[src/rtl/vram_pkg.sv]
// rtl/vram_pkg.sv - shared constants and fill FSM state type for the VRAM arbiter
//
// Purpose: default geometry/arbitration constants and the fill engine state
// encoding shared by vram_arbiter and vram_fill_engine.
package vram_pkg;

  localparam int DEF_ADDR_WIDTH = 6;
  localparam int DEF_DATA_WIDTH = 8;
  localparam int DEF_STARVE_MAX = 4;

  typedef enum logic [1:0] {
    FILL_IDLE = 2'd0,
    FILL_RUN  = 2'd1,
    FILL_DONE = 2'd2
  } fill_state_e;

endpackage

[src/rtl/vram_fill_engine.sv]
// rtl/vram_fill_engine.sv - block fill engine (FSM plus address/count registers)
//
// Purpose: writes fill_value to fill_len consecutive words starting at
// fill_base, one word per cycle in which the arbiter grants it port A.
// Ports:
//   clk, reset            clock, synchronous active-high reset
//   fill_start/fill_abort start (IDLE only) / abort (abort wins over start)
//   fill_base/len/value   sampled on an accepted start
//   fill_gnt              arbiter granted port A to the fill this cycle
//   fill_busy/fill_done   in RUN / one-cycle completion pulse
//   fill_addr/fill_data   address and data to write when granted
module vram_fill_engine
  import vram_pkg::*;
#(
  parameter int ADDR_WIDTH = DEF_ADDR_WIDTH,
  parameter int DATA_WIDTH = DEF_DATA_WIDTH
) (
  input  logic                  clk,
  input  logic                  reset,
  input  logic                  fill_start,
  input  logic                  fill_abort,
  input  logic [ADDR_WIDTH-1:0] fill_base,
  input  logic [ADDR_WIDTH:0]   fill_len,
  input  logic [DATA_WIDTH-1:0] fill_value,
  input  logic                  fill_gnt,
  output logic                  fill_busy,
  output logic                  fill_done,
  output logic [ADDR_WIDTH-1:0] fill_addr,
  output logic [DATA_WIDTH-1:0] fill_data
);

  fill_state_e           r_state;
  logic [ADDR_WIDTH-1:0] r_addr;
  logic [ADDR_WIDTH:0]   r_count;
  logic [DATA_WIDTH-1:0] r_value;

  always_ff @(posedge clk) begin
    if (reset) begin
      r_state <= FILL_IDLE;
      r_addr  <= '0;
      r_count <= '0;
      r_value <= '0;
    end else begin
      case (r_state)
        FILL_IDLE: begin
          if (fill_start && !fill_abort) begin
            r_addr  <= fill_base;
            r_count <= fill_len;
            r_value <= fill_value;
            // A zero-length fill still reports completion, without writing.
            r_state <= (fill_len == '0) ? FILL_DONE : FILL_RUN;
          end
        end
        FILL_RUN: begin
          // The address wraps naturally at 2**ADDR_WIDTH.
          if (fill_gnt) begin
            r_addr  <= r_addr + 1'b1;
            r_count <= r_count - 1'b1;
          end
          // A grant in the abort cycle still writes; only completion is lost.
          if (fill_abort) begin
            r_state <= FILL_IDLE;
          end else if (fill_gnt && (r_count == (ADDR_WIDTH+1)'(1))) begin
            r_state <= FILL_DONE;
          end
        end
        FILL_DONE: r_state <= FILL_IDLE;
        default:   r_state <= FILL_IDLE;
      endcase
    end
  end

  // Gated by reset so the arbiter never sees a pending fill while in reset.
  assign fill_busy = !reset && (r_state == FILL_RUN);
  assign fill_done = !reset && (r_state == FILL_DONE);
  assign fill_addr = r_addr;
  assign fill_data = r_value;

endmodule

[src/rtl/vram_arbiter.sv]
// rtl/vram_arbiter.sv - port A arbiter between CPU accesses and the block fill engine
//
// Purpose: shares RAM port A between a CPU (default winner) and an optional
// fill engine that gets idle cycles, plus one forced cycle after STARVE_MAX
// consecutive CPU grants while a fill is pending.
// Build option: define VRAM_ARBITER_FILL_EN to include the fill engine;
// otherwise fill inputs are ignored and every CPU request is granted.
// Ports:
//   clk, reset                 clock, synchronous active-high reset
//   cpu_req/we/addr/wdata      CPU request, held until cpu_gnt
//   cpu_gnt                    combinational grant
//   cpu_rvalid/cpu_rdata       read data, one cycle after a read grant
//   fill_start/abort/base/len/value, fill_busy/fill_done   fill control/status
//   ram_we/ram_addr_a/ram_din_a  RAM port A drive
//   ram_dout_a                 RAM port A data, one cycle after the address
module vram_arbiter
  import vram_pkg::*;
#(
  parameter int ADDR_WIDTH = DEF_ADDR_WIDTH,
  parameter int DATA_WIDTH = DEF_DATA_WIDTH,
  parameter int STARVE_MAX = DEF_STARVE_MAX
) (
  input  logic                  clk,
  input  logic                  reset,
  input  logic                  cpu_req,
  input  logic                  cpu_we,
  input  logic [ADDR_WIDTH-1:0] cpu_addr,
  input  logic [DATA_WIDTH-1:0] cpu_wdata,
  output logic                  cpu_gnt,
  output logic                  cpu_rvalid,
  output logic [DATA_WIDTH-1:0] cpu_rdata,
  input  logic                  fill_start,
  input  logic                  fill_abort,
  input  logic [ADDR_WIDTH-1:0] fill_base,
  input  logic [ADDR_WIDTH:0]   fill_len,
  input  logic [DATA_WIDTH-1:0] fill_value,
  output logic                  fill_busy,
  output logic                  fill_done,
  output logic                  ram_we,
  output logic [ADDR_WIDTH-1:0] ram_addr_a,
  output logic [DATA_WIDTH-1:0] ram_din_a,
  input  logic [DATA_WIDTH-1:0] ram_dout_a
);

  logic                  w_fill_busy;
  logic                  w_fill_gnt;
  logic [ADDR_WIDTH-1:0] w_fill_addr;
  logic [DATA_WIDTH-1:0] w_fill_data;

  logic                  w_we;
  logic [ADDR_WIDTH-1:0] w_addr;
  logic [DATA_WIDTH-1:0] w_din;

  logic                  r_rvalid;
  logic [ADDR_WIDTH-1:0] r_addr_hold;
  logic [DATA_WIDTH-1:0] r_din_hold;

`ifdef VRAM_ARBITER_FILL_EN
  // One extra bit so STARVE_MAX=0 still yields a legal width.
  localparam int STARVE_W = $clog2(STARVE_MAX + 2);

  logic [STARVE_W-1:0] r_starve;
  logic                w_starve_hit;
  logic                w_fill_done;

  assign w_starve_hit = (r_starve == STARVE_W'(STARVE_MAX));
  assign w_fill_gnt   = w_fill_busy && (!cpu_req || w_starve_hit);

  vram_fill_engine #(
    .ADDR_WIDTH (ADDR_WIDTH),
    .DATA_WIDTH (DATA_WIDTH)
  ) u_fill (
    .clk        (clk),
    .reset      (reset),
    .fill_start (fill_start),
    .fill_abort (fill_abort),
    .fill_base  (fill_base),
    .fill_len   (fill_len),
    .fill_value (fill_value),
    .fill_gnt   (w_fill_gnt),
    .fill_busy  (w_fill_busy),
    .fill_done  (w_fill_done),
    .fill_addr  (w_fill_addr),
    .fill_data  (w_fill_data)
  );

  // Counts CPU wins over a pending fill; any fill grant or idle fill resets it.
  always_ff @(posedge clk) begin
    if (reset) begin
      r_starve <= '0;
    end else if (!w_fill_busy || w_fill_gnt) begin
      r_starve <= '0;
    end else if (cpu_gnt) begin
      r_starve <= r_starve + 1'b1;
    end
  end

  assign fill_busy = w_fill_busy;
  assign fill_done = w_fill_done;
`else
  localparam int unused_starve_max = STARVE_MAX;

  logic w_unused_fill;
  assign w_unused_fill = ^{fill_start, fill_abort, fill_base, fill_len, fill_value};

  assign w_fill_busy = 1'b0;
  assign w_fill_gnt  = 1'b0;
  assign w_fill_addr = '0;
  assign w_fill_data = '0;
  assign fill_busy   = 1'b0;
  assign fill_done   = 1'b0;
`endif

  assign cpu_gnt = !reset && cpu_req && !w_fill_gnt;

  // Port A mux; with no grant the address/data hold their last values.
  always_comb begin
    w_we   = 1'b0;
    w_addr = r_addr_hold;
    w_din  = r_din_hold;
    if (cpu_gnt) begin
      w_we   = cpu_we;
      w_addr = cpu_addr;
      w_din  = cpu_wdata;
    end else if (w_fill_gnt) begin
      w_we   = 1'b1;
      w_addr = w_fill_addr;
      w_din  = w_fill_data;
    end
  end

  always_ff @(posedge clk) begin
    if (reset) begin
      r_rvalid    <= 1'b0;
      r_addr_hold <= '0;
      r_din_hold  <= '0;
    end else begin
      r_rvalid    <= cpu_gnt && !cpu_we;
      r_addr_hold <= w_addr;
      r_din_hold  <= w_din;
    end
  end

  // Outputs are forced to zero combinationally so they read as reset values
  // even in the first reset cycle, before the registers have been cleared.
  assign ram_we     = w_we;
  assign ram_addr_a = reset ? '0 : w_addr;
  assign ram_din_a  = reset ? '0 : w_din;
  assign cpu_rvalid = !reset && r_rvalid;
  assign cpu_rdata  = cpu_rvalid ? ram_dout_a : '0;

endmodule

[config.mk]
export PLATFORM = sky130hd
export DESIGN_NAME = vram_arbiter
export DESIGN_NICKNAME = d
export VERILOG_FILES = /design/src/rtl/vram_pkg.sv /design/src/rtl/vram_fill_engine.sv /design/src/rtl/vram_arbiter.sv
export SDC_FILE = /design/constraint.sdc
export NUM_CORES = 1
export LEC_CHECK = 0
export ABC_CLOCK_PERIOD_IN_PS = 2040
export CELL_PAD_IN_SITES_DETAIL_PLACEMENT = 1
export CELL_PAD_IN_SITES_GLOBAL_PLACEMENT = 2
export CORE_MARGIN = 2
export CORE_UTILIZATION = 13
export CTS_BUF_LIST = sky130_fd_sc_hd__clkbuf_8
export CTS_CLUSTER_SIZE = 28
export DETAILED_ROUTE_END_ITERATION = 10
export GPL_TIMING_DRIVEN = 0
export PLACE_DENSITY_LB_ADDON = 0.08
export SLEW_MARGIN = 20
export SYNTH_ARGS = -nofsm -noshare
export SYNTH_HDL_FRONTEND = slang
export SYNTH_SLANG_ARGS = --single-unit
[constraint.sdc]
create_clock -name clk -period 2.04 [get_ports clk]
set_input_delay 0.306 -clock clk [delete_from_list [all_inputs] [get_ports clk]]
set_output_delay 0.306 -clock clk [all_outputs]
set_load 0.02 [all_outputs]
==> metrics.yaml, run 1 <==
clk_path_buf_depth: 2
area_growth_pct: 104
htreeDepth: 1
drt_iter0_markers: 16
nets: 166
track_usage_pct: 7.47
ys_seq_area_share_pct: 48.5
overflow: 0
port_buffers: 49
hp-class: "input port to register"
cts.sinks: 15
syn_area_per_cell_um2: 9.99
yosys-mux-area-fraction_pct: 22.6
whs_path_depth: 3
setup_viol: 0
post-route-period-util_pct: 95.0
initial_core_util_pct: 13.3
cts_tree: "yes"
num_io_pins: 76
drive_gt1_share_pct: 8.62
irDropWorstVdd_v: 0.000333
maxSlewViolCount: 0
drt-total-wl_um: 1920
drc: 0
gp_congestion: 0.572
cpMaxStageDelayCell: "clkdlybuf4s50_1"
synthCells: 62
synth_xor_area_share_pct: 0
avgViaCountPerCell: 3.61
power_uw: 733
grt_max_degree: 11
grt_antenna_before_repair: 0
postCtsHoldBufs: 0
crit_path_max_fanout: 10
ys_types: 11
leakage_nw: 0.756
slowest_delay_ns: 0.62
cts_buffers: 3
end_kind: "primary output"
cts_setup_buffers: 0
power_density_nw_per_um2: 579
max_freq_mhz: 516
cp.required_ns: 1.73
status: "finished clean"
hpwl_um: 1420
synth-simple-area-share_pct: 20.8
grt_pass1_vias: 625
synth_area_um2: 619
clock_latency_ns: 0.25
worstSetupStartpointType: "input port"
synthAdderAreaFrac_pct: 0
die_h_um: 73.0
fin_skew_ns: 0
clkTransAtPathRegs_ns: 0.07
hold_viol: 0
ant_nets: 0
grt_pass1_wl_um: 3060
fillers: 527
r2r_cells: 2
cap_viol_max_count: 0
r2r_end: "r_din_hold[2]"
dieArea_um2: 5330
yosys_warnings: 0
arrival_ns: 1.63
route.detailed.wl_per_inst_um: 11.3
die_w_um: 73.0
firstDrtPassIters: 2
fin_crit_ns: 1.94
synth_top_family_by_area: "multiplexers"
dr_total_vias: 613
core_area_um2: 4660
rsz0062_at_grt: "false"
clock-root-buffer: "clkbuf_8"
min_from: "cpu_req"
diodes: 0
worst_slack_ns: 0.103
ys_ff_latch: 15
place_worst_setup_slack_ns: -0.413
rows: 25
worst-setup-path-type: "input port to primary output"
r2r-start: "r_din_hold[2]"
whs_ns: 0.447
timing.setup.tns_ns: 0
synth_compound_area_share_pct: 0
min_to: "r_din_hold[7]"
crit_chain: "dlygate4sd2_1, clkbuf_4, nor2_1, clkdlybuf4s50_1"
r2r_slack_ns: 1.43
[Yosys cell counts (all sizes together)]
library cell   n  area [um2]
mux2i         14         140
nor2          14        52.6
dfxtp         15         300
buf            5        42.5
clkbuf         1        3.75
and2           9        56.3
conb           1        3.75
and2b          1        7.51
nor2b          2        12.5
[how the worst max path moves through the flow]
stage            start            end  slack (ns)
2_1_floorplan  cpu_req  ram_addr_a[0]        0.72
3_3_place_gp     reset  ram_addr_a[1]       -0.39
3_5_place_dp     reset  ram_addr_a[0]       -0.41
4_1_cts          reset   cpu_rdata[6]        0.02
5_1_grt          reset  ram_addr_a[0]        0.02
6_report         reset  ram_addr_a[4]        0.10
[metal layers]
layer	vias up	part of all wire, %	global-route usage (%)	wire length [um]
met4	0	0.52	1.23	10
met3	2	11	3.45	208
met5	-	0	0	0
met2	36	42	11.4	800
met1	273	47	9.77	905
li1	302	-	-	-
[cell usage in the layout (no fill, tap or decap), drive strengths merged]
cell	n
and2	9
and2b	1
buf	5
clkbuf	4
clkdlybuf4s50	34
clkinv	1
conb	2
dfxtp	15
dlygate4sd2	1
dlymetal6s2s	14
mux2i	14
nor2	14
nor2b	2
[area by class of cell]
type,count,area (um2),share of cell area (%)
multi-input cells,42,277,21.9
clock buffers,3,41.3,3.26
flip-flops and latches,15,300,23.7
repair buffers,49,524,41.4
clock inverters,1,5.00,0.396
well taps,54,67.6,5.34
plain buffers,6,50.0,3.96
[worst max-delay path, delay by kind of cell]
family / cells / cell delay (ns)
buffers and inverters: 3 / 1.17
AND/OR/NAND/NOR: 1 / 0.15
[state kept, by name, indices dropped and copies added (netlist names)]
| name | count |
|---|---|
| r_addr_hold | 6 |
| r_rvalid | 1 |
| r_din_hold | 8 |
[timing repair]
action,in CTS,in global routing
resized for setup,3,14
hold endpoints to repair,0,0
setup endpoints to repair,21,14
[per-stage QoR]
stage	cell area (um2)	util, %	instances
floorplan	623	-	63
global placement	1180	25.3	166
detailed placement	1180	25.3	166
CTS	1230	26.4	170
global route	1260	27.1	170
finish	1260	27.1	170
[report_power, final]
group          internal, mW  total (mW)  switching, mW
logic                0.0979       0.170         0.0717
clock network         0.135       0.250          0.114
registers             0.310       0.313        0.00354
total                 0.543       0.733          0.190
[kinds of logic after synthesis]
kind of cell	Yosys count
buffers and inverters	6
DFF	15
muxes	14
other	1
and+or+nand+nor	26
(Power assumes the default switching activity.)
==> run 2, diff against run 1 <==
CORE_ASPECT_RATIO = 1.2   (was default)
==> run 2 against run 1 <==
Net effect: non-clock buffer count is the same; highest routed layer unchanged; sequential cell count did not move; via count is 3.1% lower; register-to-register slack about the same; die area hardly changed; cell count up 2.4%; clock skew unchanged; largest cell class unchanged.
==> metrics.yaml, run 2 (same netlist as run 1, synthesis figures left out) <==
route.detailed.wl_per_inst_um: 10.7
regArea_um2: 300
top_register: "r_din_hold"
postCtsHoldBufs: 0
final_cell_mix: "clkdlybuf4s50_1, dfxtp_1, mux2i_1, nor2_1, dlymetal6s2s_1"
grt_pass1_vias: 630
nets: 166
worst-setup-path-type: "input port to primary output"
htreeDepth: 1
power_density_nw_per_um2: 577
fillers: 529
hp-class: "input port to register"
topRoutingLayerUsed: "met4"
core_area_um2: 4590
grt_antenna_before_repair: 0
whs_ns: 0.435
met1_length_um: 789
hold_viol: 0
route.met3.wl_um: 240
initial_core_util_pct: 13.5
firstDrtPassIters: 4
multi_input_area_um2: 277
timing.setup.tns_ns: 0
cts.sinks: 15
avgViaCountPerCell: 3.41
dr_total_vias: 594
design_area_um2: 1270
final_common_cell: "clkdlybuf4s50_1"
crit_path_max_fanout: 10
clock_latency_ns: 0.25
rows: 27
fin_skew_ns: 0
drive_gt1_share_pct: 8.62
status: "finished clean"
leakage_nw: 0.740
worst_slack_ns: 0.0950
drt-total-wl_um: 1860
post-route-period-util_pct: 95.3
overflow: 0
clock-root-buffer: "clkbuf_8"
cap_viol_max_count: 0
cp.required_ns: 1.73
grt_max_degree: 11
ant_nets: 0
gp_congestion: 0.541
die_h_um: 79.6
irDropWorstVdd_v: 0.000200
cts_tree: "yes"
port_buffers: 49
fin_crit_ns: 1.95
placedInstanceArea_um2: 1190
die_w_um: 67.0
setup_viol: 0
track_usage_pct: 7.22
place_worst_setup_slack_ns: -0.374
diodes: 0
num_io_pins: 76
max_freq_mhz: 514
cts_buffers: 3
hpwl_um: 1440
dieArea_um2: 5330
largestRegisters: "r_din_hold: 8 flops, r_addr_hold: 6 flops, r_rvalid: 1 flops"
arrival_ns: 1.64
largest_reg_flops: 8
met2_wirelength_um: 810
clkTransAtPathRegs_ns: 0.06
maxSlewViolCount: 0
grt_pass1_wl_um: 2900
end_kind: "primary output"
worstSetupStartpointType: "input port"
clk_path_buf_depth: 2
drc: 0
rsz0062_at_grt: "false"
area_growth_pct: 105
drt_iter0_markers: 16
==> run 2: changes by cell type in the layout (fill, tap and decap cells not counted) <==
cell,delta
clkdlybuf4s50_1,+1
dlymetal6s2s_1,-1
==> run 2: layout make-up <==
cell class | instances | share of cell area, %
timing repair buffer | 49 | 41.2
sequential | 15 | 23.7
multi-input combinational | 42 | 21.8
tap | 58 | 5.73
buffer | 6 | 3.95
clock buffer | 3 | 3.26
clock inverter | 1 | 0.395
==> run 2: per-layer routing <==
metal  GRT usage (%)  up-vias
met5               0        -
met4            3.06        0
met3            2.68        3
met2            10.6       39
met1            9.36      254
li1                -      298
==> run 2: what timing repair did <==
action | in CTS | in global routing
pin swaps | 0 | 0
gates resized for setup | 3 | 13
endpoints found under the setup margin | 21 | 13
buffers inserted | 0 | 0
==> run 2: critical path, stage by stage <==
cell and delay, ns:
dlygate4sd2_1 0.32, clkbuf_4 0.23, nor2_1 0.15, clkdlybuf4s50_1 0.63
==> run 2: path summary, 6_finish.rpt <==
check	cells after the start	from	slack, ns	endpoint
min reg2reg	2	r_din_hold[6]	0.51	r_din_hold[6]
max reg2reg	2	r_din_hold[1]	1.44	r_din_hold[1]
max	4	reset	0.09	ram_addr_a[0]
min	3	cpu_req	0.44	r_din_hold[0]
==> run 2: where the power goes <==
group          leakage, nW  switching, mW  total, mW  internal (mW)
logic                0.590         0.0722      0.170         0.0982
clock network       0.0255          0.112      0.248          0.135
registers            0.124        0.00381      0.314          0.310
total                0.740          0.188      0.732          0.543
==> run 2: stage by stage <==
stage / utilization [%] / power (mW) / std cells
4_1_cts: 26.9 / 0.758 / 174
3_5_place_dp: 25.8 / 0.495 / 170
2_1_floorplan: - / 0.397 / 63
3_3_place_gp: 25.8 / 0.493 / 170
5_1_grt: 27.6 / 0.777 / 174
6_report: 27.6 / 0.732 / 174
==> run 3, diff against run 2 <==
CTS_CLUSTER_DIAMETER = 150   (was default)
==> results of run 3 <==
Same layout as run 2: the final DEF is identical, and so are final timing and power.
==> patch 1 (flow settings as in run 3) <==
Set the package constant `DEF_DATA_WIDTH` to 6 (it was 8).
--- a/src/rtl/vram_pkg.sv
+++ b/src/rtl/vram_pkg.sv
@@ -5,7 +5,7 @@
 package vram_pkg;
 
   localparam int DEF_ADDR_WIDTH = 6;
-  localparam int DEF_DATA_WIDTH = 8;
+  localparam int DEF_DATA_WIDTH = 6;
   localparam int DEF_STARVE_MAX = 4;
 
   typedef enum logic [1:0] {
Ports: changed (5 resized); port bits go from 76 to 66. The function was not compared with the original's and may differ.
==> patch 1 against run 3 <==
  * Design area decreased by 14%
  * Via count decreased by 14%
  * Wire length decreased by 17%
  * Critical path type unchanged
  * Die area decreased by 10%
  * Worst setup slack got worse by 0.0075 ns
  * Sequential cell count decreased by 2
  * Area after synthesis decreased by 11%
  * Total power decreased by 13%
  * Global-route usage decreased by 0.31 points
==> patch 1: results (changes against run 3) <==
* Dpl cell area at 1047 um2 (was 1186 um2)
* Total number of clock tree sinks at 13 (was 15)
* Tot GR Track Use at 6.916% (was 7.223%)
* Net total in the final layout at 143 (was 166)
* Comb_multi_in at 36 (was 42)
* Fraction of standard cell area in multi-input logic at 24.83% (was 21.82%)
* Non-Clock Buffer Area Fraction at 40.69% (was 45.11%)
* Last weighted congestion value of the routability-driven placer at 0.6122 (was 0.5412)
* Mean instance size in the synthesized netlist at 10.64 um2 (was 9.989 um2)
* Portion of the post-synthesis area used by sequential elements at 47.06% (was 48.48%)
* DR pass1 iterations at 2 (was 4)
* Status: finished clean (unchanged)
* Main area contributors after synthesis: sky130_fd_sc_hd__dfxtp_1, sky130_fd_sc_hd__mux2i_1, sky130_fd_sc_hd__nor2_2 (was sky130_fd_sc_hd__dfxtp_1, sky130_fd_sc_hd__mux2i_1, sky130_fd_sc_hd__and2_1)
* Initial antenna violation count at 0 (unchanged)
* Netlist area before placement at 553.0 um2 (was 619.3 um2)
* DP Cell Count at 151 (was 170)
* Input/output buffers at 42 (was 49)
* Vias in the first global route at 495 (was 630)
* Final routed wire length divided by cell count at 9.948 um (was 10.71 um)
* Relative area of clock buffers and inverters in the final design at 4.138% (was 3.653%)
* GR met2 Demand/Resource at 10.41% (was 10.59%)
* First DRT Iteration DRCs at 6 (was 16)
* Most used standard cells in the synthesized netlist: sky130_fd_sc_hd__dfxtp_1, sky130_fd_sc_hd__mux2i_1, sky130_fd_sc_hd__nor2_2 (was sky130_fd_sc_hd__dfxtp_1, sky130_fd_sc_hd__mux2i_1, sky130_fd_sc_hd__nor2_1)
* First-pass GRT wire length at 2401 um (was 2904 um)
* HP Start: r_din_hold[0] (was cpu_req)
* Via/cell ratio at 3.290 (was 3.414)
* Total half-perimeter wirelength after legalization and detailed placement at 1243 um (was 1438 um)
* Fraction of met3 tracks used by global routing at 2.659% (was 2.680%)
* Highest ir drop seen on vdd at 0.0002634 V (was 0.0002003 V)
* Nonclk buf count at 46 (was 55)
* Hold Path Depth at 2 (was 3)
* Non-filler cells in the finished layout at 155 (was 174)
* Post-synthesis to final-layout area growth at 96.83% (was 104.6%)
## patch 1: cell count changes in the layout (fill, tap and decap cells not counted), moves of 10 or more
cell / delta
sky130_fd_sc_hd__nor2_1: -12
sky130_fd_sc_hd__nor2_2: +10
sky130_fd_sc_hd__dlymetal6s2s_1: -10
sky130_fd_sc_hd__clkdlybuf4s50_1: -14
sky130_fd_sc_hd__dlygate4sd2_1: +17
## patch 1: kinds of logic (layout without fill, tap and decap cells)
family,count (synthesis),in the layout,synth area share [%]
flops,13,13,47.06
mux,12,12,21.72
other cells,1,2,0.6781
buf+inv,4,50,5.654
simple gates,22,22,24.89
## patch 1: where the power goes
group | switching (W) | internal [W]
Sequential | 0.00000331 | 0.000269
Combinational | 0.0000662 | 0.0000778
Clock | 0.0000898 | 0.000133
## patch 1: worst max-delay path by stage
stage,from,endpoint,slack [ns],depth (start not counted)
after floorplan,r_rvalid,cpu_rdata[0],0.85,2
after global placement,cpu_req,ram_din_a[0],-0.22,5
after detailed placement,cpu_req,ram_din_a[0],-0.21,5
after CTS,cpu_req,ram_din_a[4],0.008,5
after global routing,reset,ram_addr_a[1],0.01,4
final,reset,cpu_gnt,0.09,3
## patch 1: tightest hold or removal path, delay by kind of cell (launching register included)
family           cells  cell delay [ns]
flip-flops           1             0.30
AND/OR/NAND/NOR      1             0.08
multiplexers         1             0.07
## patch 1: timing repair
| item | 4_1_cts | 5_1_grt |
|---|---|---|
| gates resized for setup | 19 | 5 |
| setup endpoints to repair | 19 | 13 |
| endpoints found under the hold margin | 0 | 0 |
| cloned | 0 | 0 |
| hold buffers | 0 | 0 |
## patch 1: metal layers
layer  vias to the layer above  share of wire, %
met5                         -                 0
met1                       224                42
li1                        256                 -
met4                         0               1.0
met2                        28                48
met3                         2               8.8
==> patch 2 (settings of run 3) <==
Without the edit above. Take the reset off `r_addr_hold` and load it in a clocked block of its own.
--- a/src/rtl/vram_arbiter.sv
+++ b/src/rtl/vram_arbiter.sv
@@ -132,13 +132,15 @@
   always_ff @(posedge clk) begin
     if (reset) begin
       r_rvalid    <= 1'b0;
-      r_addr_hold <= '0;
       r_din_hold  <= '0;
     end else begin
       r_rvalid    <= cpu_gnt && !cpu_we;
-      r_addr_hold <= w_addr;
       r_din_hold  <= w_din;
     end
+  end
+
+  always_ff @(posedge clk) begin
+    r_addr_hold <= w_addr;
   end
 
   // Outputs are forced to zero combinationally so they read as reset values
Function: differs if reset is asserted again (counterexample within 4 cycles, from zero or initial values and one cycle with reset high); with reset held inactive, the same outputs for 10 cycles.
==> patch 2 against run 3 <==
  * Critical path depth is 1 higher
  * Synthesized cell count is 15% higher
  * Total power is 8.9% higher
  * Count of clock-buffer cells in the layout stayed put
  * Sequential cell count stayed put
  * Critical path type unchanged
  * Area after synthesis is 15% higher
  * Combinational power is 25% higher
  * Wire length is 14% higher
  * Worst setup slack better by 0.037 ns
  * Design area is 6.1% higher
==> patch 2: results (changes against run 3) <==
* Maximum number of pins on one net before global-route repair at 11 (unchanged)
* DR pass1 iterations at 3 (was 4)
* Final routed wire length divided by cell count at 11.35 um (was 10.71 um)
* Hold Path Depth at 3 (unchanged)
* Portion of the post-synthesis area used by sequential elements at 42.11% (was 48.48%)
* Most used standard cells in the synthesized netlist: sky130_fd_sc_hd__nor2_1, sky130_fd_sc_hd__dfxtp_1, sky130_fd_sc_hd__mux2i_1 (was sky130_fd_sc_hd__dfxtp_1, sky130_fd_sc_hd__mux2i_1, sky130_fd_sc_hd__nor2_1)
* Reg-to-Reg End: r_addr_hold[5] (was r_din_hold[1])
* Post-synthesis async set-or-reset flop share at 0% (unchanged)
* Registers with the most flip-flops: r_din_hold x8, r_addr_hold x6, r_rvalid x1 (unchanged)
* Post-route antenna net violation count at 0 (unchanged)
* Maximum count of clock buffers along a single path at 2 (unchanged)
* HP Start: cpu_req (unchanged)
* Total number of yosys warnings at 0 (unchanged)
* Total inserted antenna cells at 0 (unchanged)
* Vias in the first global route at 710 (was 630)
* Number of CTS-inserted buffers at 3 (unchanged)
* Register-to-Register Path Depth at 1 (was 2)
* Tot GR Track Use at 7.334% (was 7.223%)
* Input/output buffers at 49 (unchanged)
* Count of distinct cell types in the synthesized netlist at 13 (was 11)
* Post-CTS repair timing setup buffer count at 0 (unchanged)
* Net total in the final layout at 175 (was 166)
* Library cell with the highest instance count after synthesis: sky130_fd_sc_hd__nor2_1 (was sky130_fd_sc_hd__dfxtp_1)
* Clk slew on worst S/H paths at about 0.070 ns
* Worst endpoint data arrival time at 1.60 ns (was 1.64 ns)
* Highest ir drop seen on vdd at 0.0002195 V (was 0.0002003 V)
* Worst hold path type: primary input to register (unchanged)
* Last weighted congestion value of the routability-driven placer at 0.7642 (was 0.5412)
* Final Skew at 0 ns (unchanged)
* Cell leakage power at 0.7780 nW (was 0.7396 nW)
* FILL cells at 610 (was 529)
* R2R Setup Slk at 1.37 ns (was 1.44 ns)
* Worst Hold Margin at 0.4177 ns (was 0.4351 ns)
* Main area contributors after synthesis: sky130_fd_sc_hd__dfxtp_1, sky130_fd_sc_hd__mux2i_1, sky130_fd_sc_hd__mux2_4 (was sky130_fd_sc_hd__dfxtp_1, sky130_fd_sc_hd__mux2i_1, sky130_fd_sc_hd__and2_1)
* Clock insertion delay at the later pin of the skew report at 0.25 ns (about the same)
* Via/cell ratio at 3.684 (was 3.414)
* Total half-perimeter wirelength after legalization and detailed placement at 1635 um (was 1438 um)
* H-tree level count at 1 (unchanged)
* Status: finished clean (unchanged)
* Worst Path Max Fanout at 9 (was 10)
* First-pass GRT wire length at 3387 um (was 2904 um)
* Start of the worst register-to-register path: r_addr_hold[5] (was r_din_hold[1])
* Initial antenna violation count at 0 (unchanged)
* Terminating pin of the worst hold path: r_din_hold[7] (was r_din_hold[0])
* Root Driver: sky130_fd_sc_hd__clkbuf_8 (unchanged)
* Layout cell share with drive strength beyond 1 at 14.40% (was 8.621%)
* First DRT Iteration DRCs at 15 (was 16)
## patch 2: cell types whose count changed in the layout (fill, tap and decap cells not counted), sizes merged, moves of 2 or more
cell           delta
clkdlybuf4s50     -6
dlygate4sd2      +10
dlymetal6s2s      -4
inv               +2
mux2              +6
nor2              +2
## patch 2: final cells by class
class	count	area share, %
well taps	62	5.767
plain buffers	7	4.000
repair buffers	49	37.12
clock buffers	3	3.070
clock inverters	1	0.3721
inverters	2	0.5581
flip-flops and latches	15	22.33
multi-input cells	48	26.79
## patch 2: logic make-up after synthesis
logic type	after synthesis	synth area share (%)
muxes	20	32.28
DFF	15	42.11
and+or+nand+nor	26	17.19
buffers and inverters	9	7.894
other	1	0.5258
## patch 2: routing by layer
layer	up-vias	share of wire, %	global-route usage (%)
met2	40	46	12.46
met5	-	0	0
met4	0	2.2	4.117
met1	312	41	7.709
met3	5	10	2.732
li1	332	-	-
## patch 2: critical path, cell delays in order
cell and delay (ns):
sky130_fd_sc_hd__dlygate4sd2_1 0.31, sky130_fd_sc_hd__nand2b_1 0.18, sky130_fd_sc_hd__buf_6 0.16, sky130_fd_sc_hd__inv_2 0.05, sky130_fd_sc_hd__clkdlybuf4s50_1 0.59
## patch 2: power breakdown
part | total (W) | switching (W) | internal [W]
sequential | 0.000333 | 0.0000115 | 0.000322
clock | 0.000251 | 0.000116 | 0.000135
combinational | 0.000212 | 0.0000886 | 0.000124
## patch 2: per-stage QoR
step / instances / util [%] / setup slack, ns / total power (W) / cell area, um2
floorplan: 72 / - / 0.6765 / 0.0004533 / 716.9
global placement: 183 / 24.26 / -0.3539 / 0.0005617 / 1285
detailed placement: 183 / 24.26 / -0.3944 / 0.0005657 / 1285
CTS: 187 / 24.96 / 0.01355 / 0.0008170 / 1323
global route: 187 / 25.39 / 0.05541 / 0.0008489 / 1345
finish: 187 / 25.39 / 0.1324 / 0.0007969 / 1345
## patch 2: timing repair
item | CTS | global route
endpoints found under the hold margin | 0 | 0
resized for setup | 14 | 9
endpoints found under the setup margin | 21 | 9
## patch 2: worst max-delay path by stage
| stage | startpoint | to | slack [ns] | cells past startpoint |
|---|---|---|---|---|
| after global routing | reset | cpu_gnt | 0.06 | 5 |
| after CTS | reset | cpu_rdata[6] | 0.01 | 5 |
| final | reset | cpu_gnt | 0.13 | 5 |
| after floorplan | cpu_req | ram_din_a[0] | 0.68 | 4 |
| after detailed placement | reset | ram_din_a[4] | -0.39 | 4 |
| after global placement | reset | ram_din_a[6] | -0.35 | 4 |
